## src/rtl/ptc_sar_tracker.sv

```systemverilog
// Phase-tuning SAR with optional +/-1 tracking and lock detection.
// Drives segmented coarse/fine1/fine2 thermometer codes to the delay line.
module ptc_sar_tracker #(
    parameter int CODE_W     = 10,
    parameter int COARSE_W   = 4,
    parameter int FINE1_W    = 3,
    parameter int SETTLE_CYC = 4,
    parameter int LOCK_CNT   = 8
) (
    input  logic                                        clk_ext,
    input  logic                                        rst,
    input  logic                                        start,
    input  logic                                        track_en,
    input  logic                                        comp,
    output logic [CODE_W-1:0]                           code,
    output logic                                        busy,
    output logic                                        sar_done,
    output logic                                        lock,
    output logic                                        sat_hi,
    output logic                                        sat_lo,
    output logic [2**COARSE_W-1:0]                      therm_c,
    output logic [2**COARSE_W-1:0]                      therm_c_b,
    output logic [2**FINE1_W-1:0]                       therm_f1,
    output logic [2**FINE1_W-1:0]                       therm_f1_b,
    output logic [2**(CODE_W-COARSE_W-FINE1_W)-1:0]     therm_f2,
    output logic [2**(CODE_W-COARSE_W-FINE1_W)-1:0]     therm_f2_b
);

    localparam int F2_W  = CODE_W - COARSE_W - FINE1_W;
    localparam int C_N   = 2**COARSE_W;
    localparam int F1_N  = 2**FINE1_W;
    localparam int F2_N  = 2**F2_W;
    localparam int CNT_W = (SETTLE_CYC > 1) ? $clog2(SETTLE_CYC) : 1;
    localparam int PTR_W = (CODE_W > 1) ? $clog2(CODE_W) : 1;
    localparam int ALT_W = $clog2(LOCK_CNT + 1);

    localparam logic [CNT_W-1:0]  CNT_RELOAD = CNT_W'(SETTLE_CYC - 1);
    localparam logic [PTR_W-1:0]  PTR_TOP    = PTR_W'(CODE_W - 1);
    localparam logic [ALT_W-1:0]  ALT_LOCK   = ALT_W'(LOCK_CNT);
    localparam logic [CODE_W-1:0] CODE_MSB   = {1'b1, {(CODE_W-1){1'b0}}};
    localparam logic [CODE_W-1:0] CODE_MAX   = {CODE_W{1'b1}};

    typedef enum logic [2:0] {
        IDLE, SETTLE, DECIDE, TSETTLE, TDECIDE, HOLD
    } state_t;

    state_t            state;
    logic [CNT_W-1:0]  cnt;
    logic [PTR_W-1:0]  ptr;
    logic [ALT_W-1:0]  alt_cnt;
    logic [ALT_W-1:0]  alt_next;
    logic              prev_up;

    logic [C_N-1:0]    therm_c_d;
    logic [F1_N-1:0]   therm_f1_d;
    logic [F2_N-1:0]   therm_f2_d;
    logic [COARSE_W-1:0] seg_c;
    logic [FINE1_W-1:0]  seg_f1;
    logic [F2_W-1:0]     seg_f2;

    assign seg_c  = code[CODE_W-1 -: COARSE_W];
    assign seg_f1 = code[F2_W +: FINE1_W];
    assign seg_f2 = code[F2_W-1:0];

    // Alternation run length: a reversal extends the run, a repeat restarts it at 1.
    // Saturating at LOCK_CNT keeps the counter from wrapping during long locks.
    always_comb begin
        // NOTE: every always_comb output gets a default first so no path infers a latch.
        alt_next   = ALT_W'(1);
        therm_c_d  = '0;
        therm_f1_d = '0;
        therm_f2_d = '0;
        if (comp != prev_up)
            alt_next = (alt_cnt == ALT_LOCK) ? alt_cnt : alt_cnt + 1'b1;
        for (int i = 0; i < C_N; i++)
            therm_c_d[i] = (i < int'(seg_c));
        for (int i = 0; i < F1_N; i++)
            therm_f1_d[i] = (i < int'(seg_f1));
        for (int i = 0; i < F2_N; i++)
            therm_f2_d[i] = (i < int'(seg_f2));
    end

    always_ff @(posedge clk_ext) begin
        // NOTE: sequential state uses non-blocking assignments so every register
        // samples pre-edge values, independent of statement order.
        if (rst) begin
            therm_c    <= '0;
            therm_c_b  <= '1;
            therm_f1   <= '0;
            therm_f1_b <= '1;
            therm_f2   <= '0;
            therm_f2_b <= '1;
        end else begin
            therm_c    <= therm_c_d;
            therm_c_b  <= ~therm_c_d;
            therm_f1   <= therm_f1_d;
            therm_f1_b <= ~therm_f1_d;
            therm_f2   <= therm_f2_d;
            therm_f2_b <= ~therm_f2_d;
        end
    end

    always_ff @(posedge clk_ext) begin
        if (rst) begin
            state    <= IDLE;
            code     <= '0;
            cnt      <= '0;
            ptr      <= '0;
            alt_cnt  <= '0;
            prev_up  <= 1'b0;
            busy     <= 1'b0;
            sar_done <= 1'b0;
            lock     <= 1'b0;
            sat_hi   <= 1'b0;
            sat_lo   <= 1'b0;
        end else if (start) begin
            state    <= SETTLE;
            code     <= CODE_MSB;
            cnt      <= CNT_RELOAD;
            ptr      <= PTR_TOP;
            alt_cnt  <= '0;
            busy     <= 1'b1;
            sar_done <= 1'b0;
            lock     <= 1'b0;
            sat_hi   <= 1'b0;
            sat_lo   <= 1'b0;
        end else begin
            sar_done <= 1'b0;
            case (state)
                IDLE: ;
                SETTLE: begin
                    if (cnt == '0) state <= DECIDE;
                    else           cnt   <= cnt - 1'b1;
                end
                DECIDE: begin
                    code[ptr] <= comp;
                    cnt       <= CNT_RELOAD;
                    if (ptr != '0) begin
                        code[ptr - 1'b1] <= 1'b1;
                        ptr              <= ptr - 1'b1;
                        state            <= SETTLE;
                    end else begin
                        sar_done <= 1'b1;
                        busy     <= 1'b0;
                        state    <= track_en ? TSETTLE : HOLD;
                    end
                end
                TSETTLE: begin
                    if (cnt == '0) state <= TDECIDE;
                    else           cnt   <= cnt - 1'b1;
                end
                TDECIDE: begin
                    prev_up <= comp;
                    cnt     <= CNT_RELOAD;
                    state   <= track_en ? TSETTLE : HOLD;
                    // A blocked step at either rail breaks the alternation run.
                    if (comp && code == CODE_MAX) begin
                        sat_hi  <= 1'b1;
                        sat_lo  <= 1'b0;
                        alt_cnt <= '0;
                    end else if (!comp && code == '0) begin
                        sat_hi  <= 1'b0;
                        sat_lo  <= 1'b1;
                        alt_cnt <= '0;
                    end else begin
                        code    <= comp ? code + 1'b1 : code - 1'b1;
                        sat_hi  <= 1'b0;
                        sat_lo  <= 1'b0;
                        alt_cnt <= alt_next;
                        if (alt_next >= ALT_LOCK) lock <= 1'b1;
                    end
                end
                HOLD: begin
                    if (track_en) begin
                        cnt   <= CNT_RELOAD;
                        state <= TSETTLE;
                    end
                end
                default: begin
                    state <= IDLE;
                    busy  <= 1'b0;
                end
            endcase
        end
    end

endmodule

```

## config.mk

```make
export PLATFORM = sky130hd
export DESIGN_NAME = ptc_sar_tracker
export DESIGN_NICKNAME = d
export VERILOG_FILES = /design/src/rtl/ptc_sar_tracker.sv
export SDC_FILE = /design/constraint.sdc
export NUM_CORES = 1
export LEC_CHECK = 0
export CAP_MARGIN = 20
export CORE_ASPECT_RATIO = 0.9
export CORE_UTILIZATION = 45
export CTS_CLUSTER_SIZE = 25
export DETAILED_ROUTE_END_ITERATION = 8
export PLACE_DENSITY_LB_ADDON = 0.25
export SYNTH_ARGS = -nofsm -noshare
export SYNTH_HDL_FRONTEND = slang
export SYNTH_SLANG_ARGS = --single-unit
```

## constraint.sdc

```tcl
create_clock -name clk_ext -period 3.4 [get_ports clk_ext]
set_clock_uncertainty 0.2 [all_clocks]
set_input_delay 0.85 -clock clk_ext [delete_from_list [all_inputs] [get_ports clk_ext]]
set_output_delay 0.85 -clock clk_ext [all_outputs]
set_load 0.02 [all_outputs]
```

== Word-level counts from Yosys, hierarchy flattened ==
Cells that the tools add are included.
Operators by class
  equality and inequality tests: 22
  div/mod/pow operators: 0
  reduce and logical (&&, ||, !) cells: 29
  bitwise operators: 9
  multipliers: 0
  order comparisons: 34
  muxes and demuxes: 36
  add/sub/neg operators: 5
  shift-type cells: 0
Operators with widths (count)
  10-bit two-way mux: 5
  4-bit less-than comparator (first input constant): 7
  4-bit two-way mux: 7
  3-bit != test (second input constant): 7
  10-bit one-hot mux with 2 select lines: 1
  3-bit less-than comparator (first input constant): 6
  3-bit one-hot mux with 6 select lines: 1
  3-bit by 4-bit less-than comparator with 1-bit output (first input constant): 4
  15-bit inverter with 16-bit output: 1
  7-bit inverter with 8-bit output: 2
  3-bit two-way mux: 5
  1-bit by 3-bit less-than comparator with 1-bit output (first input constant): 4
  2-bit by 3-bit less-than comparator with 1-bit output (first input constant): 4
  2-bit != test (second input constant): 6
  4-bit AND reduction: 3
  10-bit by 1-bit adder with 10-bit output (second input constant): 1
  10-bit bitwise mux: 1
  10-bit equality test (second input constant): 1
  10-bit zero test: 1
  4-bit by 5-bit less-than comparator with 1-bit output (second input constant): 2
  10-bit bitwise OR: 1
  10-bit by 1-bit subtractor with 10-bit output (second input constant): 1
  1-bit two-way mux: 9
  3-bit AND reduction: 3
  29 further kinds: 52
Word-level totals
  flip-flop bits (word level): 93
  word-level logic and storage cells: 158
  memory bits (read-only): 0
  memories kept: 0
  memory bits (writable): 0
  input port bits: 5
  latch bits: 0

== Longest topological paths before layout ==
Gate-level depths: netlist (run 1).
  depth in word-level cells: 9
  gate-level depth with buffers: 9
  gate-level depth less buffers: 8

== Worst setup path after synthesis (run 1) ==
No wires, ideal clock.
  path kind: input-to-reg
  start: input port comp
  end: register code[9]
  data arrival time: 2732 ps
  setup slack: 334 ps
  buffers on the path: 1
  stages on the path: 9
  setup time: 134 ps
  path through: buf_2 > inv_1 > ha_1 > and3_4 > a2111oi_4 > nor2_2 > and3_2 > o21ai_1 > a41oi_2
Between the ends
  longest elaborated chain between the ends: 5
Ends and longest elaborated chain
  start: declaration: RTL line 14  | input logic comp,
  10-bit two-way mux or 10-bit bitwise mux (tied branches): RTL line 166, 136
  10-bit two-way mux or 10-bit bitwise OR (tied branches)
  10-bit two-way mux, on equally long branches: RTL line 157, 138
  10-bit one-hot mux with 2 select lines: RTL line 129  | case (state)
  10-bit two-way mux: RTL line 116  | end else if (start) begin
  end signal: indexed assignment: RTL line 136  | code[ptr] <= comp;
  end signal: assignment: RTL line 166  | code <= comp ? code + 1'b1 : code - 1'b1;
  end: declaration: RTL line 15  | output logic [CODE_W-1:0] code,
Several ways; a longest one is shown, not always the timed one. The select of a mux whose other input is x is not followed.
A chain may end at the register's enable or synchronous reset.

== Worst setup path in the final report (run 1) ==
Same ends and word-level chain as after synthesis.

==> results_dict.tcl, run 1 <==
set metrics [dict create \
    status "completed" \
    r2r_end "code[0]$_SDFFE_PP0P_" \
    powerDensity_nw_per_um2 404 \
    drc 0 \
    fmax_mhz 332 \
    antenna_found_initial 0 \
    arrival_ns 3.04 \
    antenna_cells 0 \
    io_pins 84 \
    place_congestion 0.941 \
    core_area_um2 8570 \
    p_total_mw 2.02 \
    pre_cts_ws_ns 0.0251 \
    period_needed_ns 3.01 \
    detail_route.wl_per_cell_um 13.6 \
    grt_pass1_wl_um 15000 \
    cts.htree.levels 3 \
    die_width_um 101 \
    reg2regPathDepth 8 \
    grt_usage 0.209 \
    dp_cells 633 \
    syn_area_per_cell_um2 8.73 \
    portBuffers 77 \
    clock_latency_ns 0.35 \
    fin_crit_sh 0.886 \
    leakage_nw 1.96 \
    cts_buffers 9 \
    ys.flop_type "dfxtp_1" \
    rsz0062_at_grt "no" \
    clk_pin_slew_ns 0.09 \
    overflow 0 \
    initial_core_util 0.462 \
    hp-class "reg2reg" \
    cap_violations 0 \
    cp_max_fo 7 \
    synth_edf_count 0 \
    cts_num_sinks 87 \
    post-route-util 0.583 \
    drv_slew 0 \
    max_stage_delay_ns 0.48 \
    async_flop_share 0 \
    postLayoutCellArea_um2 4990 \
    grt_max_degree 21 \
    whs_endpoint "lock$_SDFFE_PP0P_" \
    vias 3283 \
    cts-root-buf "clkbuf_8" \
    clk_path_buf_depth 2 \
    final_cell_mix "dfxtp_1 (87), clkdlybuf4s50_1 (77), inv_1 (48), nor2_1 (47)" \
    via_per_inst 5.06 \
    cp-start-kind "input pin" \
    hold_violations 0 \
    critPathSlowestCell "clkdlybuf4s50_1" \
    yosys_warnings 0 \
    rows 32 \
    synthesis.instances 453 \
    drive_above_1_share 0.0925 \
    path_class "in2reg" \
    path_cells "clkdlybuf4s50_1, inv_1, ha_1, and3_4, a2111oi_4, nor2_2, and3_2, o21ai_1, a41oi_2" \
    postCtsHoldBufs 0 \
    nNetsFinal 550 \
    cts_tree "built" \
    min_path_cells 2 \
    drt_wl_total_um 8850 \
    firstDrtPassIters 4 \
    grt_pass1_vias 3173 \
    seq_area_frac_synth 0.440 \
    dp_hpwl_um 6450 \
    setup_viol 0 \
    fin_cells 649 \
    required_ns 3.43 \
    antenna_left 0 \
    area_delta_synth_final_pct 26.3 \
    synth-seq-cells 87 \
    die_h_um 90.9 \
    end_kind "register" \
    synth.distinct_cells 67 \
    ir_worst_vdd_v 0.000233 \
    fp.dieArea_um2 9170 \
    setup-tns-final_ns 0 \
    layout_commonest_cell "dfxtp_1" \
    slew_headroom 0.553 \
    reg2reg_from "ptr[0]$_SDFFE_PP0P_" \
    hold_slack_ns 0.276 \
    tightest_slew_ns 0.669 \
    hp-start "lock$_SDFFE_PP0P_" \
    postCtsSetupBuffers 0 \
    r2r_setup_slack_ns 0.84 \
    drt_iter0_drc 196 \
    cts_repair_resize_count 0 \
    syn-cell-area_um2 3960 \
    place_area_um2 4780 \
    setup_ws_ns 0.388 \
]
[layer usage]
layer | up-vias | wire (um) | global-route usage
met5 | - | 0 | 0
met2 | 125 | 4000 | 0.330
met3 | 17 | 628 | 0.0593
li1 | 1656 | - | -
met1 | 1485 | 4040 | 0.262
met4 | 0 | 185 | 0.0942
[report_power, final]
part	internal, mW	leakage, nW	switching [mW]
Sequential	1.04	0.708	0.0164
Clock	0.371	0.106	0.389
Combinational	0.0815	1.15	0.124
Total	1.49	1.96	0.529
[critical path, delay by kind of cell]
kind            cells  cell delay (ns)
compound gates      3             0.66
buf+inv             2             0.62
simple gates        3             0.51
fa+ha+maj           1             0.41
[cell families after synthesis]
family,count (synthesis),synth area share
AO/OA/AOI/OAI,98,0.169
buffers and inverters,77,0.0911
adder cells (fa/ha/maj),20,0.0652
multiplexers,5,0.0127
AND/OR/NAND/NOR,154,0.198
other,2,0.00190
flip-flops,87,0.440
XOR/XNOR,10,0.0221
[cell type report]
type / instances / area [um^2]
clock buffer: 10 / 138
clock inverter: 6 / 80.1
fill: 786 / 3570
inverter: 48 / 180
multi-input combinational: 293 / 1870
sequential: 87 / 1740
tap: 119 / 149
timing repair buffer: 86 / 838
[cells in the mapped netlist, drive strengths merged (2+ instances only)]
cell / n / area (um^2)
a2111oi: 3 / 46.3
a211oi: 2 / 15.0
a21boi: 2 / 15.0
a21oi: 39 / 199
a22oi: 3 / 27.5
a311oi: 4 / 41.3
a31oi: 2 / 12.5
and2: 5 / 31.3
and3: 8 / 62.6
buf: 21 / 149
clkbuf: 8 / 31.3
conb: 2 / 7.51
dfxtp: 87 / 1740
ha: 19 / 238
inv: 48 / 180
mux2i: 5 / 50.1
nand2: 39 / 149
nand2b: 4 / 25.0
nand3: 14 / 75.1
nand4: 4 / 25.0
nor2: 49 / 203
nor2b: 8 / 52.6
nor3: 9 / 45.0
nor4: 3 / 31.3
o2111ai: 2 / 17.5
o211ai: 7 / 52.6
o21a: 4 / 30.0
o21ai: 16 / 80.1
o21bai: 2 / 15.0
o221ai: 2 / 17.5
o31ai: 4 / 35.0
or2: 6 / 37.5
xnor2: 8 / 70.1
xor2: 2 / 17.5
[registers in the layout, summed over array words and instances, names as in the netlist]
signal,cells
therm_c,15
therm_c_b,15
code,10
therm_f1,7
therm_f1_b,7
therm_f2,7
therm_f2_b,7
alt_cnt,4
ptr,4
state,3
cnt,2
busy,1
lock,1
prev_up,1
sar_done,1
sat_hi,1
sat_lo,1
[worst max path at each step]
stage	from	end	slack, ns	depth (start not counted)
after detailed placement	comp	code[9]$_SDFFE_PP0P_	0.03	9
after floorplan	comp	code[9]$_SDFFE_PP0P_	0.33	9
after global placement	comp	code[9]$_SDFFE_PP0P_	0.1	9
after global routing	comp	code[9]$_SDFFE_PP0P_	0.25	9
final	comp	code[9]$_SDFFE_PP0P_	0.39	9
after CTS	comp	code[9]$_SDFFE_PP0P_	0.41	9
Power figures use the tool's default switching activity.
==> inputs of run 2 (changes only) <==
--- a/config.mk
+++ b/config.mk
@@ -6,8 +6,10 @@
 export NUM_CORES = 1
 export LEC_CHECK = 0
 export CAP_MARGIN = 20
+export CELL_PAD_IN_SITES_DETAIL_PLACEMENT = 0
+export CELL_PAD_IN_SITES_GLOBAL_PLACEMENT = 1
 export CORE_ASPECT_RATIO = 0.9
-export CORE_UTILIZATION = 45
+export CORE_UTILIZATION = 38
 export CTS_CLUSTER_SIZE = 25
 export DETAILED_ROUTE_END_ITERATION = 8
 export PLACE_DENSITY_LB_ADDON = 0.25
==> results_dict.tcl, run 2 (synthesis results as in run 1) <==
set metrics [dict create \
    die_width_um 110 \
    nNetsFinal 552 \
    clk_pin_slew_ns 0.06 \
    firstDrtPassIters 4 \
    drive_above_1_share 0.0959 \
    place_congestion 0.820 \
    tightest_slew_ns 0.660 \
    ir_worst_vdd_v 0.000289 \
    min_path_cells 2 \
    portBuffers 77 \
    layout_commonest_cell "dfxtp_1" \
    via_per_inst 4.92 \
    grt_max_degree 21 \
    detail_route.wl_per_cell_um 14.1 \
    clock_latency_ns 0.34 \
    cts_tree "built" \
    antenna_left 0 \
    leakage_nw 2.02 \
    r2r_setup_slack_ns 0.84 \
    reg2reg_from "ptr[0]$_SDFFE_PP0P_" \
    end_kind "register" \
    r2r_end "code[0]$_SDFFE_PP0P_" \
    arrival_ns 2.97 \
    period_needed_ns 2.96 \
    p_total_mw 2.30 \
    vias 3235 \
    hp-start "lock$_SDFFE_PP0P_" \
    hp-class "reg2reg" \
    drv_slew 0 \
    antenna_cells 0 \
    drt_iter0_drc 192 \
    cts-root-buf "clkbuf_16" \
    initial_core_util 0.401 \
    dp_hpwl_um 6700 \
    postCtsHoldBufs 0 \
    slew_headroom 0.559 \
    cts_repair_resize_count 0 \
    status "completed" \
    fp.dieArea_um2 10800 \
    cts_buffers 9 \
    area_delta_synth_final_pct 29.4 \
    cp_max_fo 7 \
    clk_path_buf_depth 2 \
    overflow 0 \
    grt_usage 0.180 \
    reg2regPathDepth 8 \
    hold_violations 0 \
    fin_crit_sh 0.871 \
    core_area_um2 9870 \
    grt_pass1_wl_um 15100 \
    cap_violations 0 \
    top_regs "therm_c x15, therm_c_b x15, code x10" \
    setup-tns-final_ns 0 \
    fmax_mhz 338 \
    cts_num_sinks 87 \
    postCtsSetupBuffers 0 \
    setup_viol 0 \
    final_cell_mix "dfxtp_1 (87), clkdlybuf4s50_1 (77), inv_1 (48), nor2_1 (47)" \
    rows 34 \
    fillerInstances 964 \
    cp-start-kind "input pin" \
    whs_endpoint "lock$_SDFFE_PP0P_" \
    powerDensity_nw_per_um2 450 \
    antenna_found_initial 0 \
    drt_wl_total_um 9270 \
    rsz0062_at_grt "no" \
    path_class "in2reg" \
    required_ns 3.41 \
    die_h_um 98.8 \
    drc 0 \
    grt_pass1_vias 3087 \
    io_pins 84 \
    cts.htree.levels 3 \
]
run 2: cell types whose count changed in the layout (fill, tap and decap cells not counted), sizes merged:
cell | before | now
buf | 9 | 11
clkinv | 3 | 2
clkinvlp | 1 | 0
inv | 49 | 51
run 2: worst max path at each step:
stage | slack, ns | end | from
CTS | 0.44 | code[9]$_SDFFE_PP0P_ | comp
finish | 0.44 | code[9]$_SDFFE_PP0P_ | comp
floorplan | 0.33 | code[9]$_SDFFE_PP0P_ | comp
global placement | 0.12 | code[9]$_SDFFE_PP0P_ | comp
detailed placement | 0.09 | code[9]$_SDFFE_PP0P_ | comp
global route | 0.27 | code[9]$_SDFFE_PP0P_ | comp
run 2: report_power, final:
| group | internal, mW | switching [mW] | total [mW] | leakage [nW] |
|---|---|---|---|---|
| registers | 1.04 | 0.0156 | 1.05 | 0.708 |
| logic | 0.0831 | 0.125 | 0.208 | 1.16 |
| clock network | 0.603 | 0.435 | 1.04 | 0.156 |
run 2: layout make-up:
class	count	area, um^2	area share
well taps	126	158	0.0308
clock inverters	6	76.3	0.0149
inverters	48	180	0.0352
multi-input cells	293	1870	0.365
repair buffers	88	853	0.167
flip-flops and latches	87	1740	0.340
clock buffers	10	239	0.0467
run 2: worst max-delay path, stage by stage:
cell and delay [ns]:
clkdlybuf4s50_1 0.48, inv_1 0.11, ha_1 0.39, and2_0 0.20
a2111oi_4 0.37, nor2_2 0.09, and3_2 0.20, o21ai_1 0.17
a41oi_2 0.12
run 2: layer usage:
layer / track usage / part of all wire
met1: 0.238 / 0.47
met2: 0.287 / 0.46
met3: 0.0410 / 0.064
met4: 0.0605 / 0.012
met5: 0 / 0
run 2: stage by stage:
step	setup WS [ns]	area, um^2	hold WS (ns)	utilization	instances
final	0.439	5120	0.272	0.518	658
after global placement	0.116	4800	0.252	0.486	642
after detailed placement	0.0857	4800	0.261	0.486	642
after CTS	0.439	5120	0.281	0.518	658
after global routing	0.267	5120	0.324	0.518	658
after floorplan	0.334	3970	0.266	-	457
